**src/rtl/iopad_rx_filter.sv**
```systemverilog
// Receive stage for the coupled pad bus: per-lane 2-flop sync, glitch filter,
// and a single-entry change-event register with a valid/ready handshake.
module iopad_rx_filter #(
   parameter int                   MAX_WIDTH     = 24,
   parameter logic [MAX_WIDTH-1:0] VALID_BITS    = 24'h00_0100,
   parameter int                   FILTER_CYCLES = 4
) (
   input  logic                 clk,
   input  logic                 rst,
   input  logic                 enable,
   input  logic [MAX_WIDTH-1:0] iopad_fs_rx_in,
   output logic [MAX_WIDTH-1:0] filt_value,
   output logic                 evt_valid,
   input  logic                 evt_ready,
   output logic [MAX_WIDTH-1:0] evt_changed,
   output logic [MAX_WIDTH-1:0] evt_value,
   output logic                 evt_overflow
);

   localparam int CW = $clog2(FILTER_CYCLES + 1);
   localparam logic [CW-1:0] CNT_LAST = CW'(FILTER_CYCLES - 1);

   logic [MAX_WIDTH-1:0] sync_d;
   logic [MAX_WIDTH-1:0] sync_q;
   logic [MAX_WIDTH-1:0] filt_q;
   logic [MAX_WIDTH-1:0] upd;
   logic [MAX_WIDTH-1:0] filt_next;
   logic [CW-1:0]        cnt [MAX_WIDTH];

   logic                 evt_valid_q;
   logic                 evt_valid_next;
   logic [MAX_WIDTH-1:0] evt_changed_q;
   logic [MAX_WIDTH-1:0] evt_changed_next;
   logic [MAX_WIDTH-1:0] evt_value_q;
   logic [MAX_WIDTH-1:0] evt_value_next;
   logic                 evt_overflow_q;
   logic                 evt_overflow_next;

   // Floating (uncoupled) lanes are masked before the first flop.
   always_ff @(posedge clk or posedge rst) begin
      if (rst) begin
         sync_d <= '0;
         sync_q <= '0;
      end else begin
         sync_d <= iopad_fs_rx_in & VALID_BITS;
         sync_q <= sync_d;
      end
   end

   always_comb begin
      upd = '0;
      for (int i = 0; i < MAX_WIDTH; i++) begin
         upd[i] = enable && VALID_BITS[i] && (sync_q[i] != filt_q[i]) && (cnt[i] == CNT_LAST);
      end
      filt_next = filt_q ^ upd;
   end

   always_ff @(posedge clk or posedge rst) begin
      if (rst) begin
         for (int i = 0; i < MAX_WIDTH; i++) begin
            cnt[i] <= '0;
         end
         filt_q <= '0;
      end else begin
         for (int i = 0; i < MAX_WIDTH; i++) begin
            if (!enable || (sync_q[i] == filt_q[i]) || upd[i]) begin
               cnt[i] <= '0;
            end else begin
               cnt[i] <= cnt[i] + 1'b1;
            end
         end
         filt_q <= filt_next;
      end
   end

   // Accept and reload can happen on the same edge; otherwise new changes merge into the pending event.
   always_comb begin
      evt_valid_next    = evt_valid_q;
      evt_changed_next  = evt_changed_q;
      evt_value_next    = evt_value_q;
      evt_overflow_next = evt_overflow_q;
      if (upd != '0) begin
         if (!evt_valid_q || evt_ready) begin
            evt_valid_next    = 1'b1;
            evt_changed_next  = upd;
            evt_value_next    = filt_next;
            evt_overflow_next = 1'b0;
         end else begin
            evt_changed_next  = evt_changed_q | upd;
            evt_value_next    = filt_next;
            evt_overflow_next = evt_overflow_q | (|(upd & evt_changed_q));
         end
      end else if (evt_valid_q && evt_ready) begin
         evt_valid_next    = 1'b0;
         evt_changed_next  = '0;
         evt_overflow_next = 1'b0;
      end
   end

   always_ff @(posedge clk or posedge rst) begin
      if (rst) begin
         evt_valid_q    <= 1'b0;
         evt_changed_q  <= '0;
         evt_value_q    <= '0;
         evt_overflow_q <= 1'b0;
      end else begin
         evt_valid_q    <= evt_valid_next;
         evt_changed_q  <= evt_changed_next;
         evt_value_q    <= evt_value_next;
         evt_overflow_q <= evt_overflow_next;
      end
   end

   assign filt_value   = filt_q;
   assign evt_valid    = evt_valid_q;
   assign evt_changed  = evt_changed_q;
   assign evt_value    = evt_value_q;
   assign evt_overflow = evt_overflow_q;

endmodule

```
**config.mk**
```make
export PLATFORM = sky130hd
export DESIGN_NAME = iopad_rx_filter
export DESIGN_NICKNAME = d
export VERILOG_FILES = /design/src/rtl/iopad_rx_filter.sv
export SDC_FILE = /design/constraint.sdc
export NUM_CORES = 1
export LEC_CHECK = 0
export CAP_MARGIN = 20
export CORE_MARGIN = 3
export CORE_UTILIZATION = 30
export CTS_CLUSTER_SIZE = 30
export DETAILED_ROUTE_END_ITERATION = 8
export GPL_ROUTABILITY_DRIVEN = 0
export MAX_ROUTING_LAYER = met4
export PLACE_DENSITY = 0.86
export SLEW_MARGIN = 20
export SYNTH_ARGS = -nofsm -noshare
export SYNTH_HDL_FRONTEND = slang
export SYNTH_SLANG_ARGS = --single-unit
export TNS_END_PERCENT = 50
```
**constraint.sdc**
```tcl
create_clock -name clk -period 2.4 [get_ports clk]
set_input_delay 0.48 -clock clk [delete_from_list [all_inputs] [get_ports clk]]
set_output_delay 0.48 -clock clk [all_outputs]
set_load 0.01 [all_outputs]
```
**After elaboration in Yosys (flattened, before gate mapping)**

Cells that the tools add are included.
Widths: inputs -> output; s select.

- Memory bits (writable): 0
- Memories: 0
- Memory bits (read-only): 0
- Register bits: 79
- Output and inout bits: 74
- Logic and storage cells: 37
- Latch bits: 0

- Multipliers: 0
- Equal/unequal tests: 4
- Bitwise operators: 4
- Add/sub/neg operators: 1
- Magnitude comparators: 0
- Reductions and logical operators: 11
- Divide/modulo/power cells: 0
- Mux-type cells: 9
- Shifts and indexed selects: 0

Operator list:

| operator | number |
|---|---|
| $mux 24 | 3 |
| $and 9x24->24 | 1 |
| $or 24x9->24 | 1 |
| $reduce_or 24->1 | 1 |
| $xor 24x9->24 | 1 |
| $mux 1 | 5 |
| $add 3x1->3 const B | 1 |
| $eq 3x2->1 const B | 1 |
| $logic_and 1x1->1 | 3 |
| $logic_or 1x1->1 | 3 |
| $mux 3 | 1 |
| $logic_not 1->1 | 2 |
| $ne 2x1->1 const B | 1 |
| $reduce_and 2->1 | 1 |
| $reduce_bool 2->1 | 1 |
| $eq 1x1->1 | 1 |
| $ne 1x1->1 | 1 |
| $or 1x1->1 | 1 |

**Depth between registers and ports, before layout**

- Word-level depth: 8
- Gate-level depth with buffers: 4
- Depth with buffers taken out: 4

**Worst setup path after synthesis**

Ideal clock, no wire load.

- Path type: reg-to-reg
- From: reg cnt[45] (netlist bit)
- To: reg evt_overflow_q (netlist: evt_overflow)
- Required time: 2.308 ns
- Arrival time: 1.133 ns
- Setup slack: 1.175 ns
- Cell stages (with the launch flop): 5
- Path through: dfrtp_1 > ha_1 > ha_1 > a311o_2 > o31ai_2

- Cells in the longest elaborated chain, start to end: 7

RTL lines:

| what | RTL line | text |
|---|---|---|
| start: declaration | 28 | `logic [CW-1:0] cnt [MAX_WIDTH];` |
| start signal: indexed assignment | 69 | `cnt[i] <= cnt[i] + 1'b1;` |
| $eq 3x2->1 * | 53 | `upd[i] = enable && VALID_BITS[i] && (sync_q[i] != filt_q[i]) && (cnt[i] == CNT_LAST);` |
| $logic_and 1x1->1 * | 53 |  |
| $and 9x24->24 | 91 | `evt_overflow_next = evt_overflow_q \| (\|(upd & evt_changed_q));` |
| $reduce_or 24->1 | 91 |  |
| $or 1x1->1 | 91 |  |
| $mux 1 | 83 | `if (!evt_valid_q \|\| evt_ready) begin` |
| $mux 1 | 82 | `if (upd != '0) begin` |
| end signal: assignment | 110 | `evt_overflow_q <= evt_overflow_next;` |
| end: declaration | 36 | `logic evt_overflow_q;` |

Mark *: on every way between the ends. The rest lies on a longest branch, timed or not.
A chain may end at the register's enable or synchronous reset.

**Final worst setup path**

- From: reg filt_q[8] (netlist: filt_value[8])
- To: out filt_value[8]

RTL lines:

| what | RTL line | text |
|---|---|---|
| start: declaration | 25 | `logic [MAX_WIDTH-1:0] filt_q;` |
| start signal: assignment | 72 | `filt_q <= filt_next;` |
| end: declaration | 12 | `output logic [MAX_WIDTH-1:0] filt_value,` |

No word-level cell between the ends.

==> results by group <==
Die
  – # IOs: around 100
  – Die area: 3810 um2
  – Initial Util: between 30% and 40%
  – Die height: ~62 um
  – FP Rows: 19
  – Core area: 2850 um2
  – Die W: around 62 um

Timing
  – Worst Clk Skew: between 1 and 1.5 ps
  – Final hold violation count: 0
  – Setup TNS: 0 ps
  – Final setup violation count: 0
  – Max-slew violations: 0
  – Tcrit/Tclk final: 73.6%
  – Max frequency: roughly 570 MHz
  – Period minus WS final: about 1800 ps
  – RSZ-0062 raised after global routing: false

Power
  – Pwr Density: around 630 nW/um2
  – Clock network power share: between 20% and 30%
  – Worst vdd ir: 262 uV
  – Cell-internal power: around 0.35 mW
  – Comb pwr share: a little under a third
  – Sw Ratio: between 30% and 40%
  – Net Switching: approximately 0.18 mW
  – P_leak: just under 0.5 nW
  – Register share of total power: around 41%

Worst hold path
  – Worst hold stages: 0
  – Hold Crit Class: reg2reg

Placement
  – Port bufs: 9
  – DP HPWL: ~950 um
  – Area post-placement: 798 um2

Drt
  – Vias/cell: 3.07
  – WL per Instance: about 7.5 um
  – Post-DRT Antenna Nets: 0
  – Initial DRC Count: 0
  – Wirelength, routed: between 1 and 1.5 mm
  – Drt pass-1 iters: 1
  – Vias: roughly 450
  – Residual DRC: 0

Global route
  – Vias in the first global route: between 200 and 300
  – First-pass GRT wire length: 1.27 mm
  – Largest net degree at the start of global routing: 11
  – Gr ovfl total: 0
  – Total Routing Usage GR: about 5.1%
  – Initial antenna violation count: 0

CTS
  – Hold buffers post-CTS: 0
  – Setup Fix Bufs, Post-CTS: 0
  – Clock-pin slew on the worst setup and hold paths: 70 ps
  – Worst-Skew Late Latency: 270 ps
  – CTS Buffer Depth: 2
  – Clk sink count: 10
  – CTS Root Cell: clkbuf_4
  – CTS tree: built
  – CTS buffer count: 3
  – H-tree depth: 1
  – Cts repair resizes: 0

Layout
  – Final Cell Area: 835 um2
  – Commonest non-fill, non-tap cell in the layout: conb_1
  – P&R area growth vs syn: -10.5%
  – Fraction of layout instances using a drive strength above 1: between 6 and 7%
  – Final nets: around 150
  – Most frequent cells in the layout: 69 x conb_1, 10 x dfrtp_1, 9 x clkdlybuf4s50_1
  – Fillers: 312
  – ANT cells: 0

Synth
  – Yosys top cell area share: 55.6%
  – Mapped Avg Cell Area: approximately 9.0 um2
  – Yosys reg bits: 10
  – Synth Instances: 103
  – Netlist cell types: 16
  – Cell type with the largest total area after synthesis: buf_4
  – Largest cells by area after synthesis: buf_4 56%, dfrtp_1 27%, ha_1 2.7%
  – Seq/Total Area, Yosys: between 20% and 30%
  – Yosys warning total: 0
  – Synthesized cell area: just over 900 um2

Critical path
  – Critical Path Stages: 1
  – Buf/Inv on CP: 1
  – CP max-delay cell: clkdlybuf4s50_1
  – Critical Path End Type: primary output
  – R2R depth: 4
  – Setup crit start kind: register
  – CP Data Arrival Time: between 1000 and 1500 ps
  – Delay-heaviest family, CP: buffers and inverters
  – Cell-by-cell listing of the critical path: clkdlybuf4s50_1
  – Crit-path max FO: 4
  – Worst Path Required: 1920 ps
  – Max incr delay on CP: 580 ps
  – Critical path class: reg2out

Run
  – Number of max-cap violations: 0

Outcome
  – Status: finished clean
==> power by group through the flow <==
stage                     clock network [mW]  logic, mW  registers, mW
final                                  0.153      0.160          0.215
after global routing                   0.166      0.183          0.220
after CTS                              0.159      0.160          0.216
after detailed placement                   0      0.159          0.219
after global placement                     0      0.156          0.218
after floorplan                            0      0.183          0.223
==> area by class of cell <==
type | instances | area [um2] | share of cell area [%]
sequential | 10 | 250 | 30.0
multi-input combinational | 86 | 397 | 47.5
clock buffer | 4 | 36.3 | 4.35
inverter | 6 | 22.5 | 2.70
timing repair buffer | 9 | 90.1 | 10.8
tap | 31 | 38.8 | 4.65
==> cells in the mapped netlist (all sizes together) <==
| master | number |
|---|---|
| buf | 69 |
| dfrtp | 10 |
| inv | 6 |
| nand2 | 3 |
| nor2 | 3 |
| ha | 2 |
| a311o | 1 |
| a41oi | 1 |
| conb | 1 |
| mux2i | 1 |
| nand3 | 1 |
| nand3b | 1 |
| o21ai | 1 |
| o31ai | 1 |
| xnor2 | 1 |
| xor2 | 1 |
==> worst reg2reg max path, cell delays in order, from the launching register on <==
cell and delay (ps):
dfrtp_1 380, ha_1 200, ha_1 230, a311o_2 340, o31ai_2 60
==> metrics by stage <==
| stage | power, mW | instances | util (%) | setup slack, ps | hold WS, ps |
|---|---|---|---|---|---|
| final | 0.529 | 146 | 29.3 | 633 | 354 |
| after global routing | 0.569 | 146 | 29.3 | 572 | 376 |
| after CTS | 0.535 | 146 | 29.3 | 608 | 357 |
| after detailed placement | 0.378 | 142 | 28.0 | 891 | 341 |
| after global placement | 0.374 | 142 | 28.0 | 905 | 333 |
| after floorplan | 0.406 | 171 | - | 1180 | 320 |
==> final timing paths <==
check,startpoint,to,slack (ps)
max,filt_value[8]$_DFF_PP0_,filt_value[8],630
min,sync_d[8]$_DFF_PP0_,sync_q[8]$_DFF_PP0_,350
max reg2reg,cnt[45]$_DFF_PP0_,evt_overflow$_DFFE_PP0P_,1110
min reg2reg,sync_d[8]$_DFF_PP0_,sync_q[8]$_DFF_PP0_,350
max in group asynchronous,rst,cnt[47]$_DFF_PP0_,1640
min in group asynchronous,rst,sync_d[8]$_DFF_PP0_,490
==> logic make-up (layout without fill, tap and decap cells) <==
| family | count (synthesis) | in the layout | synth area share [%] |
|---|---|---|---|
| AO/OA/AOI/OAI | 4 | 4 | 4.03 |
| XOR/XNOR | 2 | 2 | 2.69 |
| flip-flops | 10 | 10 | 26.8 |
| AND/OR/NAND/NOR | 8 | 8 | 4.30 |
| multiplexers | 1 | 1 | 1.07 |
| other | 1 | 69 | 0.402 |
| adder cells (fa/ha/maj) | 2 | 2 | 2.68 |
| buffers and inverters | 75 | 19 | 58.0 |
==> registers in the layout, summed over array words and instances (netlist names) <==
| register | flops |
|---|---|
| evt_value | 1 |
| sync_q | 1 |
| evt_valid | 1 |
| evt_overflow | 1 |
| evt_changed | 1 |
| sync_d | 1 |
| cnt | 3 |
| filt_value | 1 |
==> per-layer routing <==
| metal | wire length [um] | vias up | GRT usage [%] |
|---|---|---|---|
| met3 | 152 | 2 | 1.24 |
| met4 | 9 | 0 | 4.55 |
| met5 | 0 | - | - |
| met1 | 364 | 196 | 5.72 |
| li1 | - | 203 | - |
| met2 | 565 | 47 | 7.32 |
(Power assumes the default switching activity.)
